[src/rtl/senha_pkg.sv]
// Shared types for the PIN path: assembler packet, setup packet and the slot compare helper.
package senha_pkg;

  localparam logic [3:0] DIGIT_BLANK = 4'hE;

  typedef struct packed {
    logic [3:0][3:0] digits;
    logic            status;
  } pinPac_t;

  typedef struct packed {
    pinPac_t master_pin;
    pinPac_t pin1;
    pinPac_t pin2;
    pinPac_t pin3;
    pinPac_t pin4;
  } setupPac_t;

  // A slot matches only when it is valid, holds no blank digit and equals the entry.
  function automatic logic pin_eq(input logic [3:0][3:0] entry, input pinPac_t slot);
    logic blank;
    blank = 1'b0;
    for (int i = 0; i < 4; i++) begin
      if (slot.digits[i] == DIGIT_BLANK) blank = 1'b1;
    end
    return slot.status && !blank && (entry == slot.digits);
  endfunction

endpackage

[src/rtl/gera_tick.sv]
// Prescaler producing a one-cycle strobe every CLK_FREQ_HZ enabled cycles.
module gera_tick #(
  parameter int CLK_FREQ_HZ = 10
) (
  input  logic clk,
  input  logic rst,
  input  logic en,
  input  logic clr,
  output logic tick
);

  localparam int W = (CLK_FREQ_HZ > 1) ? $clog2(CLK_FREQ_HZ) : 1;
  localparam logic [W-1:0] LAST = W'(CLK_FREQ_HZ - 1);

  logic [W-1:0] r_cnt;

  always_ff @(posedge clk or posedge rst) begin
    if (rst) begin
      r_cnt <= '0;
    end else if (clr) begin
      r_cnt <= '0;
    end else if (en) begin
      r_cnt <= (r_cnt == LAST) ? '0 : r_cnt + 1'b1;
    end
  end

  assign tick = en && !clr && (r_cnt == LAST);

endmodule

[src/rtl/verifica_senha.sv]
// PIN checker: compares each completed entry with master/user slots, counts failures, times lockout.
module verifica_senha
  import senha_pkg::*;
#(
  parameter int CLK_FREQ_HZ = 10,
  parameter int MAX_TRIES   = 3,
  parameter int LOCK_S      = 10
) (
  input  logic      clk,
  input  logic      rst,
  input  logic      enable,
  input  pinPac_t   pin_in,
  input  setupPac_t data_setup,
  output logic      pin_ok,
  output logic      pin_fail,
  output logic      master_ok,
  output logic      locked,
  output logic [6:0] lock_remaining,
  output logic [2:0] fail_count,
  output logic [1:0] dbg_state
);

  typedef enum logic [1:0] {IDLE, COMPARE, RESULT, LOCKED} state_t;

  state_t          r_state;
  logic            r_status_d;
  logic [3:0][3:0] r_digits;
  logic            r_m_master;
  logic [3:0]      r_m_user;
  logic            r_pin_ok;
  logic            r_pin_fail;
  logic            r_master_ok;
  logic            r_locked;
  logic [6:0]      r_lock_rem;
  logic [2:0]      r_fail;

  logic       w_tick;
  logic       w_event;
  logic [2:0] w_fail_next;

  gera_tick #(.CLK_FREQ_HZ(CLK_FREQ_HZ)) u_tick (
    .clk  (clk),
    .rst  (rst),
    .en   (r_state == LOCKED),
    .clr  (r_state != LOCKED),
    .tick (w_tick)
  );

  assign w_event     = pin_in.status && !r_status_d;
  assign w_fail_next = (r_fail == 3'd7) ? 3'd7 : r_fail + 3'd1;

  // Valid/ready contract: pin_in is "valid" on the rising edge of its status bit; the block is
  // "ready" only in IDLE with enable=1, and events seen at any other time are simply dropped.
  always_ff @(posedge clk or posedge rst) begin
    if (rst) begin
      r_state     <= IDLE;
      r_status_d  <= 1'b0;
      r_digits    <= '0;
      r_m_master  <= 1'b0;
      r_m_user    <= '0;
      r_pin_ok    <= 1'b0;
      r_pin_fail  <= 1'b0;
      r_master_ok <= 1'b0;
      r_locked    <= 1'b0;
      r_lock_rem  <= '0;
      r_fail      <= '0;
    end else begin
      r_status_d  <= pin_in.status;
      r_pin_ok    <= 1'b0;
      r_pin_fail  <= 1'b0;
      r_master_ok <= 1'b0;
      case (r_state)
        IDLE: begin
          if (enable && w_event) begin
            r_digits <= pin_in.digits;
            r_state  <= COMPARE;
          end
        end
        COMPARE: begin
          if (!enable) begin
            r_state <= IDLE;
          end else begin
            r_m_master <= pin_eq(r_digits, data_setup.master_pin);
            r_m_user   <= {pin_eq(r_digits, data_setup.pin4), pin_eq(r_digits, data_setup.pin3),
                           pin_eq(r_digits, data_setup.pin2), pin_eq(r_digits, data_setup.pin1)};
            r_state    <= RESULT;
          end
        end
        RESULT: begin
          if (!enable) begin
            r_state <= IDLE;
          end else if (r_m_master || (|r_m_user)) begin
            r_pin_ok    <= 1'b1;
            r_master_ok <= r_m_master;
            r_fail      <= '0;
            r_state     <= IDLE;
          end else begin
            r_pin_fail <= 1'b1;
            r_fail     <= w_fail_next;
            // A count already at/above the limit relocks on every further failure.
            if (int'(w_fail_next) >= MAX_TRIES) begin
              r_locked   <= 1'b1;
              r_lock_rem <= 7'(LOCK_S);
              r_state    <= LOCKED;
            end else begin
              r_state <= IDLE;
            end
          end
        end
        LOCKED: begin
          if (w_tick) begin
            if (r_lock_rem <= 7'd1) begin
              r_lock_rem <= '0;
              r_locked   <= 1'b0;
              r_state    <= IDLE;
            end else begin
              r_lock_rem <= r_lock_rem - 7'd1;
            end
          end
        end
        default: r_state <= IDLE;
      endcase
    end
  end

  assign pin_ok         = r_pin_ok;
  assign pin_fail       = r_pin_fail;
  assign master_ok      = r_master_ok;
  assign locked         = r_locked;
  assign lock_remaining = r_lock_rem;
  assign fail_count     = r_fail;
  assign dbg_state      = r_state;

endmodule
[config.mk]
export PLATFORM = sky130hd
export DESIGN_NAME = verifica_senha
export DESIGN_NICKNAME = d
export VERILOG_FILES = /design/src/rtl/senha_pkg.sv /design/src/rtl/gera_tick.sv /design/src/rtl/verifica_senha.sv
export SDC_FILE = /design/constraint.sdc
export NUM_CORES = 1
export LEC_CHECK = 0
export BUFFER_PORTS_ARGS = -buffer_cell sky130_fd_sc_hd__buf_2
export CORE_MARGIN = 2
export CORE_UTILIZATION = 40
export CTS_BUF_LIST = sky130_fd_sc_hd__clkbuf_2 sky130_fd_sc_hd__clkbuf_4 sky130_fd_sc_hd__clkbuf_8
export CTS_CLUSTER_DIAMETER = 30
export DETAILED_ROUTE_END_ITERATION = 10
export PLACE_DENSITY_LB_ADDON = 0.08
export SYNTH_ARGS = -nofsm -noshare
export SYNTH_HDL_FRONTEND = slang
export SYNTH_SLANG_ARGS = --single-unit
[constraint.sdc]
create_clock -name clk -period 1.8 [get_ports clk]
set_input_delay 0.09 -clock clk [delete_from_list [all_inputs] [get_ports clk]]
set_output_delay 0.09 -clock clk [all_outputs]
set_load 0.05 [all_outputs]
==> metrics.yaml, run 1 <==
end_kind: "flip-flop"
grt_pass1_vias: 2880
place.gp.congestion: 0.8790
dr.pass1.iters: 4
hpwl_um: 7151
status: "finished clean"
nFillCells: 711
power_frac_seq_pct: 37.1
syn_to_final_growth_pct: 32.87
grt_overflow: 0
n_antenna_cell: 0
setup_viol: 0
drv_slew: 0
holdPathEnd: "r_digits[3]$_DFFE_PP0P_"
critPathKind: "flip-flop to flip-flop"
leakagePower_uw: 0.001864
worst-r2r-cell-count: 6
antenna_found_initial: 0
synth_edf_count: 0
num_vias: 2887
syn_inst: 318
fin_area_um2: 3945
seq_area_frac_synth_pct: 35.40
layout_commonest_cell: "buf_2"
path_clk_slew_ns: 0.08
peakVddDrop_mv: 0.4218
critPathRequiredTime_ns: 1.98
viasPerCell: 5.249
start_kind: "flip-flop"
postSynth.asyncResetShare_pct: 100.0
drv_cap: 0
die_width_um: 90.16
cts_tree: "yes"
syn_area_per_cell_um2: 9.337
switchingPower_uw: 1710
clk_latency_ns: 0.29
clock_power_share_pct: 18.8
maxSlewHeadroom_pct: 64.64
p_per_area_nw_per_um2: 1049
worst_slew_pin_slew_ns: 0.5304
syn-num-nets: 428
comb_power_share_pct: 44.1
final_util_pct: 54.68
worstReg2RegStart: "lock_remaining[1]$_DFFE_PP0P_"
holdCritStartpoint: "pin_in[4]"
fp.dieH_um: 90.16
min_path_type: "input port to flip-flop"
grt_max_degree: 43
die_area_um2: 8128
worstPathCellList: "inv_1 > ha_2 > or3b_2 > nor3_1 > o22ai_1 > o2bb2ai_1"
cts_htree_levels: 2
grt_first_pass_wirelength_um: 14210
period_needed_ns: 1.735
syn_area_um2: 2969
cp_slowest_stage_delay_ns: 0.49
r2r_end: "lock_remaining[6]$_DFFE_PP0P_"
numClockSinks: 42
wl_per_cell_um: 16.25
rows: 31
drc_errors: 0
cts_buffers: 5
drive_gt1_share_pct: 40.35
synth_ff_type: "dfrtp_1"
p_int_uw: 2428
swShare_pct: 41.32
ys_ff_latch: 42
clockBufferDepth: 2
ys_warn_count: 0
placed_cell_area_um2: 3770
grt.total_usage_pct: 22.06
final_cell_mix: "buf_2, xor2_1, dfrtp_1"
crit_slowest_cell: "or3b_2"
post-route-period-util_pct: 96.41
finalHoldViolations: 0
netlist-cell-type-count: 54
layout.nets: 560
core_um2: 7214
arrival_ns: 1.91
setup_tns_ns: 0
io_pins: 121
min_path_cells: 3
port_buffers: 120
fmax_ghz: 0.5763
path_max_fanout: 6
cts_root_buf: "clkbuf_8"
grt_setup_unrepaired: "false"
detail-route-antenna-nets: 0
initial_core_util_pct: 41.16
drt_wl_total_um: 8936
fin_skew_ns: 0.01272
rrSetupSlack_ns: 0.06
drt_iter0_drc: 116
synthesized netlist by cell type (all sizes together), types with 2 or more instances:
library cell | instances | area, um^2
o2bb2ai | 3 | 26.28
buf | 3 | 20.01
or2 | 3 | 18.77
xor2 | 39 | 341.6
a2111o | 2 | 22.52
inv | 14 | 52.55
nor2 | 23 | 86.33
clkbuf | 17 | 63.81
nor4 | 10 | 77.57
a32o | 2 | 20.02
o22ai | 3 | 18.77
a21boi | 3 | 22.52
nand2b | 2 | 12.51
nor3 | 5 | 25.02
nand3 | 7 | 35.03
o31ai | 6 | 45.04
a31oi | 7 | 43.79
mux2 | 14 | 157.7
a311oi | 4 | 35.03
or4 | 4 | 33.78
dfrtp | 42 | 1051
o221ai | 3 | 26.28
o21ai | 5 | 25.02
ha | 5 | 62.56
nand4 | 5 | 31.28
a21oi | 8 | 40.04
nand3b | 10 | 78.82
nand2 | 21 | 78.83
xnor2 | 24 | 210.2
a311o | 2 | 20.02
and2 | 4 | 25.02
a22o | 2 | 18.77
o221a | 2 | 22.52
critical path, delay by kind of cell, from the launching register on:
kind	cells	cell delay [ns]
AND/OR/NAND/NOR	2	0.65
buffers and inverters	1	0.09
adder cells (fa/ha/maj)	1	0.20
AO/OA/AOI/OAI	2	0.23
flip-flops	1	0.44
cells by family (layout without fill, tap and decap cells):
family,count (synthesis),after routing,synth area share [%]
simple gates,98,98,18.08
xor+xnor,63,63,18.58
compound gates,61,61,15.59
flops,42,42,35.40
buf+inv,34,167,4.593
mux,15,15,5.647
fa+ha+maj,5,5,2.107
stage by stage:
step                worst slack, ns  instances  total power, uW  hold WS, ns
CTS                         0.06979        549             4129     0.001216
floorplan                  0.006328        318             2724       0.1214
finish                      0.06469        550             4138     0.006675
detailed placement         -0.06561        536             3337       0.2232
global placement           -0.04017        536             3312       0.2180
global route               0.006887        550             4413      0.01543
per-layer routing:
metal  wire (um)  GRT usage (%)  share of wire (%)  up-vias
li1            -              -                  -     1400
met2        4267          37.53                 48      112
met3         613          5.197                6.9       12
met4         135          5.256                1.5        0
met5           0              0                  0        -
met1        3919          28.38                 44     1363
power groups by stage:
stage	clock network [uW]	logic (uW)	registers, uW
3_5_place_dp	0	1790	1550
2_1_floorplan	0	1190	1530
6_report	777	1830	1530
4_1_cts	795	1800	1530
3_3_place_gp	0	1760	1550
5_1_grt	834	2010	1570
state kept, by name (all words and copies together), names as in the netlist, 2 cells and up:
| signal | flops |
|---|---|
| r_digits | 16 |
| lock_remaining | 7 |
| r_m_user | 4 |
| u_tick.r_cnt | 4 |
| fail_count | 3 |
| dbg_state | 2 |
worst max-delay path by stage:
stage	slack (ns)	endpoint	start
after floorplan	0.006	lock_remaining[5]$_DFFE_PP0P_	r_m_user[1]$_DFFE_PP0P_
after global placement	-0.04	lock_remaining[4]$_DFFE_PP0P_	r_m_user[1]$_DFFE_PP0P_
after detailed placement	-0.07	lock_remaining[0]$_DFFE_PP0P_	r_m_user[1]$_DFFE_PP0P_
after CTS	0.07	lock_remaining[6]$_DFFE_PP0P_	lock_remaining[0]$_DFFE_PP0P_
after global routing	0.007	dbg_state[1]$_DFFE_PP0P_	lock_remaining[1]$_DFFE_PP0P_
final	0.06	lock_remaining[6]$_DFFE_PP0P_	lock_remaining[1]$_DFFE_PP0P_
timing repair:
item / 4_1_cts / 5_1_grt
resized for setup: 2 / 2
hold buffers: 2 / 0
setup endpoints to repair: 6 / 4
buffers inserted: 3 / 1
pin swaps: 2 / 0
endpoints found under the hold margin: 43 / 0
layout make-up:
class                           count  area (um^2)  area share [%]
Tap cell                           99        123.9           3.140
Inverter                           14        52.55           1.332
Clock inverter                      1        30.03          0.7612
Multi-Input combinational cell    242         1793           45.45
Clock buffer                        7        83.83           2.125
Timing Repair Buffer              145        805.8           20.43
Sequential cell                    42         1056           26.77
Note: power is estimated with default switching activity, not from simulation.
==> run 2: changes to the inputs <==
clock period = 2 ns   (was 1.8 ns; I/O delays follow)
==> run 2 against run 1 <==
Cell count shrank 2.5%; sequential cell count unchanged; first-iteration DRC count increased by 27%; core utilization fell by 2.1 points; routed wire length shrank 0.31%; setup slack better by 0.055 ns; design area shrank 3.9%; critical endpoint is now lock_remaining[4]$_DFFE_PP0P_.
==> metrics.yaml, run 2 (synthesized netlist as in run 1, its figures left out) <==
layout_commonest_cell: "buf_2"  # unchanged
cts_htree_levels: 2  # unchanged
num_vias: 2850  # was 2887
port_buffers: 120  # unchanged
grt_first_pass_wirelength_um: 13900  # was 14210 um
path_clk_slew_ns: 0.08  # about the same
die_area_um2: 8128  # unchanged
worst_slew_pin_slew_ns: 0.5434  # was 0.5304 ns
period_needed_ns: 1.880  # was 1.735 ns
postCtsSetupBuffers: 0  # was 3
grt_max_degree: 43  # unchanged
multi_input_area_um2: 1782  # was 1793 um^2
setup_viol: 0  # unchanged
cp_slowest_stage_delay_ns: 0.55  # was 0.49 ns
drv_slew: 0  # unchanged
hold_ws_ns: 0.02815  # was 0.006675 ns
antenna_found_initial: 0  # unchanged
io_pins: 121  # unchanged
largest_reg_flops: 16  # unchanged
nFillCells: 721  # was 711
crit_family: "simple AND/OR/NAND/NOR gates"  # unchanged
fmax_ghz: 0.5319  # was 0.5763 GHz
end_kind: "flip-flop"  # unchanged
path_max_fanout: 9  # was 6
min_path_type: "input port to flip-flop"  # unchanged
critPathKind: "flip-flop to flip-flop"  # unchanged
numClockSinks: 42  # unchanged
fin_skew_ns: 0.004591  # was 0.01272 ns
final_cell_mix: "buf_2, dfrtp_1, xor2_1"  # was buf_2, xor2_1, dfrtp_1
drive_gt1_share_pct: 36.84  # was 40.35%
n_antenna_cell: 0  # unchanged
largest_register: "r_digits"  # unchanged
seqCellArea_um2: 1051  # was 1056 um^2
layout.nets: 546  # was 560
place.gp.congestion: 0.8707  # was 0.8790
initial_core_util_pct: 41.16  # unchanged
grt_pass1_vias: 2801  # was 2880
start_kind: "flip-flop"  # unchanged
drt_wl_total_um: 8908  # was 8936 um
grt_overflow: 0  # unchanged
core_um2: 7214  # unchanged
drv_cap: 0  # unchanged
cp.depth: 5  # was 6
min_path_cells: 3  # unchanged
drt_iter0_drc: 147  # was 116
grt.total_usage_pct: 21.55  # was 22.06%
finalHoldViolations: 0  # unchanged
fp.dieH_um: 90.16  # unchanged
worstPathCellList: "or4_4 > nor4_4 > buf_4 > or2_1 > a32o_1"  # was inv_1 > ha_2 > or3b_2 > nor3_1 > o22ai_1 > o2bb2ai_1
leakagePower_uw: 0.001786  # was 0.001864 uW
grt_setup_unrepaired: "false"  # unchanged
worst-r2r-cell-count: 5  # was 6
wl_per_cell_um: 16.62  # was 16.25 um
maxSlewHeadroom_pct: 63.77  # was 64.64%
status: "finished clean"  # unchanged
clk_latency_ns: 0.29  # about the same
clockBufferDepth: 2  # unchanged
peakVddDrop_mv: 0.6282  # was 0.4218 mV
drc_errors: 0  # unchanged
path_buf_inv: 1  # unchanged
placed_cells: 526  # was 536
detail-route-antenna-nets: 0  # unchanged
rows: 31  # unchanged
critPathRequiredTime_ns: 2.23  # was 1.98 ns
viasPerCell: 5.317  # was 5.249
arrival_ns: 2.11  # was 1.91 ns
die_width_um: 90.16  # unchanged
crit_slowest_cell: "or4_4"  # was or3b_2
cts_buffers: 5  # unchanged
post-route-period-util_pct: 94.00  # was 96.41%
instances_no_fill: 536  # was 550
cts_root_buf: "clkbuf_8"  # unchanged
dr.pass1.iters: 4  # unchanged
hpwl_um: 7114  # was 7151 um
p_per_area_nw_per_um2: 926.3  # was 1049 nW/um^2
setup_tns_ns: 0  # unchanged
syn_to_final_growth_pct: 27.73  # was 32.87%
cts_tree: "yes"  # unchanged
## run 2: worst paths after layout
check / from / endpoint / slack [ns]
hold / removal: pin_in[1] / r_digits[0]$_DFFE_PP0P_ / 0.03
min in group asynchronous: rst / lock_remaining[5]$_DFFE_PP0P_ / 0.49
hold reg to reg: u_tick.r_cnt[0]$_DFF_PP0_ / u_tick.r_cnt[0]$_DFF_PP0_ / 0.49
setup reg to reg: r_m_user[1]$_DFFE_PP0P_ / lock_remaining[4]$_DFFE_PP0P_ / 0.12
max in group asynchronous: rst / r_digits[7]$_DFFE_PP0P_ / 1.14
setup / recovery: r_m_user[1]$_DFFE_PP0P_ / lock_remaining[4]$_DFFE_PP0P_ / 0.12
## run 2: layout make-up
type / instances / area share [%]
clock buffers: 6 / 2.177
repair buffers: 131 / 18.15
clock inverters: 2 / 0.3299
flip-flops and latches: 42 / 27.71
well taps: 99 / 3.266
inverters: 14 / 1.386
multi-input cells: 242 / 46.98
## run 2: through the flow
step / power (uW) / worst slack (ns) / cell area, um^2 / util, %
2_1_floorplan: 2446 / 0.03477 / 2969 / -
3_3_place_gp: 2911 / 0.1636 / 3677 / 50.97
3_5_place_dp: 2941 / 0.1256 / 3677 / 50.97
4_1_cts: 3538 / 0.1009 / 3792 / 52.57
5_1_grt: 3757 / 0.01651 / 3792 / 52.57
6_report: 3513 / 0.1199 / 3792 / 52.57
## run 2: per-layer routing
metal	part of all wire (%)	vias to the layer above	routed length (um)	global-route usage [%]
met3	9.3	12	831	5.281
met4	1.3	0	113	5.769
met2	48	126	4265	36.84
li1	-	1373	-	-
met1	42	1339	3698	27.20
met5	0	-	0	0
## run 2: worst register-to-register path, cell delays in order, from the launching register on
cell and delay [ns]:
dfrtp_1 0.39, or4_4 0.55, nor4_4 0.25, buf_4 0.19
or2_1 0.24, a32o_1 0.20
## run 2: power breakdown
| group | leakage, uW | switching [uW] | internal, uW |
|---|---|---|---|
| logic | 0.00120 | 823 | 690 |
| clock network | 0.0000472 | 307 | 278 |
| registers | 0.000540 | 400 | 1020 |
## run 2: timing repair
action	CTS	global route
hold endpoints to repair	43	0
hold buffers	2	0
resized for setup	0	0
